## src/rtl/nibble_serial_adder_ctrl_pkg.sv

```systemverilog
// nibble_serial_adder_ctrl_pkg
//   Types and constants shared by the nibble-serial adder service.
//   state_t : sequencer state, IDLE -> RUN -> DONE -> IDLE.
package nibble_serial_adder_ctrl_pkg;

   localparam int NIBBLE_BITS = 4;

   typedef enum logic [1:0] {
      IDLE = 2'd0,
      RUN  = 2'd1,
      DONE = 2'd2
   } state_t;

endpackage

```

## src/rtl/nibble_serial_adder_ctrl_adder4_cin.sv

```systemverilog
// adder4_cin
//   Four-full-adder ripple chain with the carry-in of the first stage
//   exposed, so that a wide add can be chained one nibble at a time.
//   a, b : 4-bit addends
//   cin  : carry into bit 0
//   s    : {carry out, 4-bit sum}
module adder4_cin (
   input  logic [3:0] a,
   input  logic [3:0] b,
   input  logic       cin,
   output logic [4:0] s
);

   logic [4:0] c;

   // NOTE: combinational logic uses blocking '=' so each stage sees the
   // carry produced by the stage before it within the same evaluation.
   always_comb begin
      c[0] = cin;
      for (int i = 0; i < 4; i++) begin
         s[i]   = a[i] ^ b[i] ^ c[i];
         c[i+1] = (a[i] & b[i]) | (c[i] & (a[i] ^ b[i]));
      end
      s[4] = c[4];
   end

endmodule

```

## src/rtl/nibble_serial_adder_ctrl.sv

```systemverilog
// nibble_serial_adder_ctrl
//   Shares one 4-bit adder between two requesters and performs WIDTH-bit
//   additions one nibble per cycle, least-significant nibble first.
//   WIDTH must be a multiple of 4 and at least 4.
//   clk, reset              : clock, synchronous active-high reset
//   req<n>_valid/_a/_b      : requester n operands with valid
//   req<n>_ready            : requester n accepted when valid && ready
//   res_valid               : one-cycle result pulse
//   res_sum                 : WIDTH+1 bit sum (top bit is carry out)
//   res_id                  : requester that owns res_sum
module nibble_serial_adder_ctrl
   import nibble_serial_adder_ctrl_pkg::*;
#(
   parameter int WIDTH = 16
) (
   input  logic             clk,
   input  logic             reset,
   input  logic             req0_valid,
   input  logic [WIDTH-1:0] req0_a,
   input  logic [WIDTH-1:0] req0_b,
   output logic             req0_ready,
   input  logic             req1_valid,
   input  logic [WIDTH-1:0] req1_a,
   input  logic [WIDTH-1:0] req1_b,
   output logic             req1_ready,
   output logic             res_valid,
   output logic [WIDTH:0]   res_sum,
   output logic             res_id
);

   localparam int NIB   = WIDTH / NIBBLE_BITS;
   localparam int CNT_W = (NIB > 1) ? $clog2(NIB) : 1;

   state_t           state;
   state_t           state_nx;
   logic             last_grant;
   logic             grant;
   logic             accept;
   logic             last_nib;
   logic [WIDTH-1:0] a_sh;
   logic [WIDTH-1:0] b_sh;
   logic [WIDTH-1:0] sum_sh;
   logic [WIDTH-1:0] sum_nx;
   logic             carry_reg;
   logic [CNT_W-1:0] nib_cnt;
   logic [4:0]       s;

   adder4_cin u_add (
      .a   (a_sh[3:0]),
      .b   (b_sh[3:0]),
      .cin (carry_reg),
      .s   (s)
   );

   // Round-robin: on a tie the requester that did not win last time wins.
   always_comb begin
      grant = 1'b0;
      if (req0_valid && req1_valid) grant = ~last_grant;
      else if (req1_valid)          grant = 1'b1;
   end

   assign req0_ready = (state == IDLE) && req0_valid && !grant;
   assign req1_ready = (state == IDLE) && req1_valid &&  grant;
   assign accept     = req0_ready || req1_ready;
   assign last_nib   = (nib_cnt == CNT_W'(NIB - 1));
   assign res_valid  = (state == DONE);

   // New sum nibble enters at the top; after NIB shifts the first nibble
   // has reached bit 0.
   assign sum_nx = WIDTH'({s[3:0], sum_sh} >> NIBBLE_BITS);

   // NOTE: every output of this block gets a default before the case so
   // no path leaves it unassigned, which would otherwise infer a latch.
   always_comb begin
      state_nx = state;
      case (state)
         IDLE:    if (accept)   state_nx = RUN;
         RUN:     if (last_nib) state_nx = DONE;
         DONE:    state_nx = IDLE;
         default: state_nx = IDLE;
      endcase
   end

   // NOTE: the datapath shift registers are reset along with the control
   // state so that an aborted operation leaves nothing behind.
   always_ff @(posedge clk) begin
      if (reset) begin
         state      <= IDLE;
         last_grant <= 1'b1;
         res_id     <= 1'b0;
         res_sum    <= '0;
         a_sh       <= '0;
         b_sh       <= '0;
         sum_sh     <= '0;
         carry_reg  <= 1'b0;
         nib_cnt    <= '0;
      end else begin
         state <= state_nx;
         case (state)
            IDLE: begin
               if (accept) begin
                  a_sh       <= grant ? req1_a : req0_a;
                  b_sh       <= grant ? req1_b : req0_b;
                  res_id     <= grant;
                  last_grant <= grant;
                  carry_reg  <= 1'b0;
                  nib_cnt    <= '0;
               end
            end
            RUN: begin
               sum_sh    <= sum_nx;
               carry_reg <= s[4];
               a_sh      <= a_sh >> NIBBLE_BITS;
               b_sh      <= b_sh >> NIBBLE_BITS;
               nib_cnt   <= nib_cnt + CNT_W'(1);
               if (last_nib) res_sum <= {s[4], sum_nx};
            end
            default: ;
         endcase
      end
   end

endmodule

```

## config.mk

```make
export PLATFORM = sky130hd
export DESIGN_NAME = nibble_serial_adder_ctrl
export DESIGN_NICKNAME = d
export VERILOG_FILES = /design/src/rtl/nibble_serial_adder_ctrl_pkg.sv /design/src/rtl/nibble_serial_adder_ctrl_adder4_cin.sv /design/src/rtl/nibble_serial_adder_ctrl.sv
export SDC_FILE = /design/constraint.sdc
export NUM_CORES = 1
export LEC_CHECK = 0
export ABC_AREA = 1
export BUFFER_PORTS_ARGS = -buffer_cell sky130_fd_sc_hd__buf_2
export CORE_ASPECT_RATIO = 1.1
export CORE_MARGIN = 2
export CORE_UTILIZATION = 30
export CTS_BUF_LIST = sky130_fd_sc_hd__clkbuf_4 sky130_fd_sc_hd__clkbuf_8
export DETAILED_ROUTE_END_ITERATION = 7
export SLEW_MARGIN = 15
export SYNTH_ARGS = -nofsm -noshare
export SYNTH_HDL_FRONTEND = slang
export SYNTH_HIERARCHICAL = 1
export SYNTH_SLANG_ARGS = --single-unit
```

## constraint.sdc

```tcl
create_clock -name clk -period 1.9 [get_ports clk]
set_input_delay 0.095 -clock clk [delete_from_list [all_inputs] [get_ports clk]]
set_output_delay 0.095 -clock clk [all_outputs]
set_load 0.01 [all_outputs]
```

==> reports/results.ini, run 1 <==
[floorplan]
fp.dieH_um = 121
io_pins = 89
die_x_um = 110
placementRows = 42
dieArea_mm2 = 0.0133
coreArea_mm2 = 0.0120
start_util_pct = 30.9

[place]
place_hpwl_mm = 6.48
dp_worst_setup_slack_ns = -0.186
place_congestion = 0.806
place.port_buffers = 88
dpl_cell_area_mm2 = 0.00419
dp.cells = 772

[worst_setup_path]
timing.critical_path.mode_cell = inv_2
start_kind = register
cp_data_arrival_time_ns = 2.35
critPathRequiredTime_ns = 2.19
r2r_end = sum_sh[15]
cp.depth = 10
reg2reg_from = a_sh[0]
worstSetupPathType = reg -> reg
endpoint_kind = register
startpoint = a_sh[0]
crit_path_max_incr_delay_ns = 0.42
crit_chain = fa_2 > inv_2 > fa_2 > inv_2 > fa_2 > inv_2 > fa_1 > inv_2 > o21ai_1 > nor2_1
worst-path-max-fanout = 2
endpoint = sum_sh[15]
cpMaxStageDelayCell = fa_1
reg2reg_depth = 10
crit_family = adder cells
r2r_setup_slack_ns = -0.16
cp.buffers_inverters = 4

[timing]
timing.final.ws_setup_ns = -0.163
clock_skew_ns = 0.0101
fin_crit_sh_pct = 109
tightest_slew_ns = 0.410
tns_ns = -0.305
slew_viol_final = 0
fmax_mhz = 485
min_period_ns = 2.06
timing.hold.ws_ns = 0.0639
rsz0062_at_grt = yes
relSlewSlack_pct = 72.6
setup_violations = 3
final_hold_viol_count = 0

[clock_network]
clockRootBuffer = clkbuf_8
cts_tree = built
cts-htree-levels = 3
clock_latency_ns = 0.35
cts_buffer_depth = 2
cts.sinks = 68
cts_buffers = 9
path_clk_slew_ns = 0.08
postCtsHoldBufs = 0

[route]
dr.pass1.iters = 4
viasPerCell = 4.61
drt_iter0_drc = 185
antenna_left = 0
drt-total-wl_mm = 9.07
wl_per_cell_um = 11.5
drc = 0
num_vias = 3635

[finish]
diodes = 0
drive_gt1_share_pct = 21.8
top_register = res_sum
fill_cells = 1282
fin_cells = 788
area_growth_pct = 19.8
biggestRegsByFlops = res_sum: 17 flops, a_sh: 16 flops, b_sh: 16 flops
fin_area_mm2 = 0.00445
largest_reg_flops = 17
fin_nets = 702
post-route-util_pct = 37.0

[synthesis]
synthCells = 560
yosysUniqueCellTypes = 20
avgSynthCellArea_um2 = 6.63
ys_warn_count = 6
syn_area_mm2 = 0.00371
seq_area_frac_synth_pct = 36.7
synth_nets = 633
synth_seq_cells = 68

[global_route]
grt_start_max_net_pins = 64
antenna_found_initial = 0
grt_pass1_wl_mm = 15.5
grt_pass1_vias = 3447
overflow = 0
grt.total_usage_pct = 14.7

[power_and_ir_drop]
ir_drop_v = 0.000341
power_mw = 3.94
power_density_mw_per_mm2 = 885
leakage_nw = 2.30

[run_status]
outcome = finished with violations
violations = negative setup slack

[hold_path]
hp-class = in -> reg

[run]
maxCapViolations = 0

synthesized netlist by cell type:
master,count,area [um^2]
nand2_1,107,402
inv_1,88,330
nor2_1,72,270
nand3_1,70,350
dfxtp_1,68,1360
o21ai_0,38,190
nand4_1,34,213
a21oi_1,21,105
buf_2,16,80.1
buf_6,9,101
buf_4,8,60.1
clkbuf_1,8,30.0
inv_2,5,18.8
fa_1,4,80.1
nand2_2,4,25.0
a211oi_1,2,15.0
nand2_4,2,22.5
nand3_4,2,35.0
ha_1,1,12.5
nor2_4,1,11.3
where the power goes:
group | total [mW] | switching [mW] | internal (mW)
sequential | 1.62 | 0.0693 | 1.55
combinational | 0.799 | 0.494 | 0.305
clock | 1.51 | 0.566 | 0.948
total | 3.94 | 1.13 | 2.81
tightest hold or removal path: cells and delay by family:
| family | cells | cell delay (ns) |
|---|---|---|
| buffers and inverters | 1 | 0.07 |
| AND/OR/NAND/NOR | 4 | 0.22 |
timing repair:
item	CTS	global route
resized for setup	2	1
setup buffers	0	0
pin swaps	3	0
endpoints found under the setup margin	3	4
cells in the final DEF, fill, tap and decap left out, types with 3 or more instances in the layout:
| cell | n |
|---|---|
| buf_4 | 9 |
| bufinv_16 | 3 |
| nand3_1 | 70 |
| inv_2 | 9 |
| nand4_1 | 34 |
| nand2_2 | 4 |
| o21ai_0 | 37 |
| dfxtp_1 | 66 |
| fa_2 | 3 |
| inv_1 | 84 |
| buf_2 | 88 |
| a21oi_1 | 21 |
| nor2_1 | 72 |
| nand2_1 | 107 |
| clkbuf_8 | 11 |
kinds of logic after synthesis:
kind of cell	synth area share, %
flops	36.7
buf+inv	16.7
simple gates	35.8
compound gates	8.36
fa+ha+maj	2.49
cell type report:
class	count	area, um^2	share of cell area [%]
clock buffers	11	151	3.40
flip-flops and latches	68	1360	30.6
well taps	154	193	4.33
clock inverters	5	106	2.39
multi-input cells	358	1740	39.1
inverters	93	349	7.84
repair buffers	99	548	12.3
per-layer routing:
layer / vias up / wire length, um / global-route usage, %
met5: - / 0 / 0
met4: 0 / 123 / 4.59
met2: 104 / 4180 / 23.9
li1: 1903 / - / -
met1: 1614 / 4190 / 18.6
met3: 14 / 571 / 3.94
worst min path at each step:
stage	from	endpoint	slack, ns	cells past startpoint
final	req0_a[4]	a_sh[4]	0.06	5
after global routing	req0_a[7]	a_sh[7]	0.08	5
after CTS	req0_a[4]	a_sh[4]	0.06	5
after detailed placement	req0_a[4]	a_sh[4]	0.43	5
after global placement	req0_a[7]	a_sh[7]	0.43	5
after floorplan	req0_a[0]	a_sh[0]	0.33	4
Power figures use the tool's default switching activity.
==> inputs of run 2 (changes only) <==
- BUFFER_PORTS_ARGS: -buffer_cell sky130_fd_sc_hd__buf_2 -> -buffer_cell sky130_fd_sc_hd__clkbuf_2
==> run 2 against run 1 <==
- flip-flop and latch count did not move
- non-clock buffer count did not move
- count of clock-buffer cells in the layout fell by 2
- the run still ends with negative setup slack left
- maximum frequency fell by 0.98%
- register-to-register slack got worse by 0.02 ns
- clock power fell by 11%
- total power fell by 4.1%
==> reports/results.ini, run 2 (same netlist as run 1, synthesis figures left out) <==
[run_status]
outcome = finished with violations
violations = negative setup slack

[route]
drt-total-wl_mm = 9.37
viasPerCell = 4.60
wl_per_cell_um = 11.9
antenna_left = 0
dr.pass1.iters = 4
drt_iter0_drc = 249
drc = 0
num_vias = 3622

[power_and_ir_drop]
ir_drop_v = 0.000376
power_mw = 3.78
leakage_nw = 2.28
power_density_mw_per_mm2 = 855

[timing]
timing.hold.ws_ns = 0.0737
relSlewSlack_pct = 71.8
clock_skew_ns = 0.00953
slew_viol_final = 0
fin_crit_sh_pct = 110
final_hold_viol_count = 0
rsz0062_at_grt = yes
timing.final.ws_setup_ns = -0.183
setup_violations = 3
fmax_mhz = 480
min_period_ns = 2.08
tightest_slew_ns = 0.423

[global_route]
grt.total_usage_pct = 14.9
grt_start_max_net_pins = 55
grt_pass1_wl_mm = 15.7
antenna_found_initial = 0
overflow = 0
grt_pass1_vias = 3433

[hold_path]
hp-class = in -> reg

[finish]
top_register = res_sum
final_common_cell = nand2_1
biggestRegsByFlops = res_sum: 17 flops, a_sh: 16 flops, b_sh: 16 flops
area_growth_pct = 19.0
largest_reg_flops = 17
drive_gt1_share_pct = 21.6
diodes = 0
fin_nets = 702
layout_common_cells = nand2_1 (107), clkbuf_2 (88), inv_1 (85)
fill_cells = 1288

[floorplan]
io_pins = 89
placementRows = 42
coreArea_mm2 = 0.0120
fp.dieH_um = 121
dieArea_mm2 = 0.0133
die_x_um = 110
start_util_pct = 30.9

[clock_network]
cts-htree-levels = 3
clockRootBuffer = clkbuf_8
cts_buffer_depth = 2
cts.sinks = 68
cts_setup_buffers = 0
path_clk_slew_ns = 0.08
clock_latency_ns = 0.35
postCtsHoldBufs = 0
cts_buffers = 9
cts_tree = built

[worst_setup_path]
endpoint_kind = register
critPathRequiredTime_ns = 2.18
worstSetupPathType = reg -> reg
start_kind = register
worst-path-max-fanout = 2
r2r_setup_slack_ns = -0.18
cp_data_arrival_time_ns = 2.37

[run]
maxCapViolations = 0

[place]
place.port_buffers = 88
place_congestion = 0.801
place_hpwl_mm = 6.57

[run 2: cell types whose count changed in the layout (fill, tap and decap cells not counted), sizes merged]
| cell | delta |
|---|---|
| buf | -88 |
| clkbuf | +86 |
| clkinv | +3 |
| bufinv | -1 |
| clkinvlp | +1 |
| inv | -1 |
[run 2: final timing paths]
path | start | end | cells past startpoint
min | req0_a[11] | a_sh[11] | 5
min reg2reg | sum_sh[5] | res_sum[1] | 2
max reg2reg | a_sh[0] | sum_sh[15] | 10
max | a_sh[0] | sum_sh[15] | 10
[run 2: metrics by stage]
step	std cells	cell area (um^2)	setup WS (ns)	setup TNS (ns)	utilization (%)
6_report	788	4420	-0.183	-0.311	36.7
3_5_place_dp	772	4190	-0.187	-0.328	34.8
2_1_floorplan	560	3720	-0.108	-0.143	-
5_1_grt	788	4420	-0.296	-0.628	36.7
4_1_cts	788	4420	-0.195	-0.363	36.7
3_3_place_gp	772	4190	-0.151	-0.235	34.8
[run 2: area by class of cell]
cell class / count / area (um^2) / share of cell area, %
flip-flops and latches: 68 / 1360 / 30.9
inverters: 93 / 349 / 7.90
clock buffers: 9 / 124 / 2.80
multi-input cells: 358 / 1740 / 39.4
well taps: 154 / 193 / 4.36
repair buffers: 99 / 548 / 12.4
clock inverters: 7 / 101 / 2.29
[run 2: timing repair]
| action | in CTS | in global routing |
|---|---|---|
| resized for setup | 1 | 1 |
| endpoints found under the setup margin | 3 | 4 |
| pin swaps | 3 | 0 |
| cloned | 0 | 0 |
[run 2: routing by layer]
metal	track usage [%]	share of wire, %	vias up
met4	4.98	1.4	0
met3	3.02	4.5	12
met1	18.9	47	1609
met5	0	0	-
li1	-	-	1903
met2	25.0	47	98
[run 2: where the power goes]
group | internal [mW] | switching (mW) | total, mW | leakage, nW
registers | 1.55 | 0.0690 | 1.62 | 0.560
logic | 0.306 | 0.501 | 0.807 | 1.62
clock network | 0.745 | 0.601 | 1.35 | 0.106
[run 2: worst max-delay path, cell delays in order, from the launching register on]
cell     delay (ns)
dfxtp_2        0.34
fa_2           0.38
inv_2          0.06
fa_2           0.18
inv_2          0.04
fa_2           0.32
inv_2          0.06
fa_1           0.41
inv_1          0.08
o21ai_1        0.07
nor2_1         0.08
==> inputs of run 3 (changes only) <==
- RECOVER_POWER: not set -> 25
==> run 3 against run 2 <==
- the run still ends with negative setup slack left
- worst setup slack gained 0.0098 ns
- via count shrank 0.14%
- non-clock buffer count is the same
- critical path depth is the same
- register-to-register slack is essentially flat
- routed wire length shrank 0.36%
- die area is the same
- clock skew shrank 0.0016 ns
- critical endpoint unchanged
==> reports/results.ini, run 3 (same netlist as run 1, synthesis figures left out) <==
[run_status]
outcome = finished with violations
violations = negative setup slack

[place]
place.port_buffers = 88
place_hpwl_mm = 6.57
place_congestion = 0.801

[worst_setup_path]
cpMaxStageDelayCell = fa_1
crit_family = adder cells
worst-path-max-fanout = 2
critPathRequiredTime_ns = 2.18
crit_chain = fa_2 > inv_2 > fa_2 > inv_2 > fa_2 > inv_2 > fa_1 > inv_1 > o21ai_1 > nor2_1
cp_data_arrival_time_ns = 2.36
start_kind = register
crit_path_max_incr_delay_ns = 0.40
cp.buffers_inverters = 4
endpoint_kind = register
worstSetupPathType = reg -> reg

[route]
antenna_left = 0
wl_per_cell_um = 11.8
drt-total-wl_mm = 9.33
drc = 0
drt_iter0_drc = 234
dr.pass1.iters = 4
num_vias = 3617
viasPerCell = 4.59

[clock_network]
clockRootBuffer = clkbuf_8
cts.sinks = 68
cts_tree = built
cts-htree-levels = 3
cts_buffer_depth = 2
postCtsHoldBufs = 0
cts_buffers = 9
clock_latency_ns = 0.34
path_clk_slew_ns = 0.08

[timing]
fin_crit_sh_pct = 109
setup_violations = 3
min_period_ns = 2.07
relSlewSlack_pct = 51.7
slew_viol_final = 0
final_hold_viol_count = 0
clock_skew_ns = 0.00789
timing.final.ws_setup_ns = -0.174
tns_ns = -0.315
fmax_mhz = 482
rsz0062_at_grt = yes
tightest_slew_ns = 0.725

[finish]
fill_cells = 1298
post-route-util_pct = 36.5
top_register = res_sum
final_common_cell = nand2_1
fin_nets = 702
biggestRegsByFlops = res_sum: 17 flops, a_sh: 16 flops, b_sh: 16 flops
drive_gt1_share_pct = 18.3
layout_common_cells = nand2_1 (107), inv_1 (86), nor2_1 (72)
area_growth_pct = 18.2
largest_reg_flops = 17
diodes = 0

[power_and_ir_drop]
combPwrFrac_pct = 21.3
ir_drop_v = 0.000374
switching_share_pct = 30.9
p_clk_share_pct = 35.6
leakage_nw = 2.21
power.internal_mw = 2.60
power_density_mw_per_mm2 = 858
power_mw = 3.77
p_seq_share_pct = 43.1
power_switching_mw = 1.16

[global_route]
grt_pass1_wl_mm = 15.7
grt_start_max_net_pins = 55
overflow = 0
grt.total_usage_pct = 14.9
grt_pass1_vias = 3433
antenna_found_initial = 0

[floorplan]
fp.dieH_um = 121
placementRows = 42
start_util_pct = 30.9
coreArea_mm2 = 0.0120
dieArea_mm2 = 0.0133
io_pins = 89
die_x_um = 110

[hold_path]
hp-class = in -> reg

[run]
maxCapViolations = 0

==> run 3: cell type report <==
class                      count  area (um^2)  share of cell area (%)
sequential                    68         1360                    31.1
timing repair buffer          99          520                    11.9
multi-input combinational    358         1740                    39.6
inverter                      93          349                    7.95
clock buffer                   9          124                    2.82
clock inverter                 7          101                    2.31
tap                          154          193                    4.39
==> run 3: layer usage <==
layer | wire (um) | GRT usage (%)
met1 | 4360 | 18.9
met2 | 4420 | 25.0
met3 | 422 | 3.02
met4 | 132 | 4.98
met5 | 0 | 0
==> run 3: per-stage QoR <==
| stage | cell area [um^2] | hold slack (ns) | worst slack, ns | instances |
|---|---|---|---|---|
| floorplan | 3720 | 0.325 | -0.108 | 560 |
| global placement | 4190 | 0.431 | -0.151 | 772 |
| detailed placement | 4190 | 0.434 | -0.187 | 772 |
| CTS | 4420 | 0.0618 | -0.195 | 788 |
| global route | 4390 | 0.104 | -0.296 | 788 |
| finish | 4390 | 0.0782 | -0.174 | 788 |
==> run 3: final timing paths <==
| kind | slack (ns) | depth (start not counted) | to | startpoint |
|---|---|---|---|---|
| worst min-delay path | 0.08 | 5 | a_sh[11] | req0_a[11] |
| worst min register to register | 0.46 | 2 | res_sum[1] | sum_sh[5] |
| worst max-delay path | -0.17 | 10 | sum_sh[15] | a_sh[0] |
| worst max register to register | -0.17 | 10 | sum_sh[15] | a_sh[0] |
==> run 3: repair_timing <==
| action | CTS | global route |
|---|---|---|
| gates resized for setup | 1 | 1 |
| pin swaps | 3 | 0 |
| setup endpoints to repair | 3 | 4 |
| buffers inserted | 0 | 0 |
| endpoints found under the hold margin | 0 | 0 |
==> run 3: worst min-delay path, stage by stage <==
cell	delay (ns)
clkbuf_2	0.08
nand2_1	0.04
nand3_1	0.06
nor2_1	0.04
nor2_1	0.08
==> run 3: power groups by stage <==
stage / Clock (mW) / Combinational [mW] / Sequential (mW)
3_3_place_gp: 0 / 0.796 / 1.65
6_report: 1.34 / 0.801 / 1.62
5_1_grt: 1.45 / 0.931 / 1.64
3_5_place_dp: 0 / 0.813 / 1.66
2_1_floorplan: 0 / 0.625 / 1.64
4_1_cts: 1.38 / 0.817 / 1.62
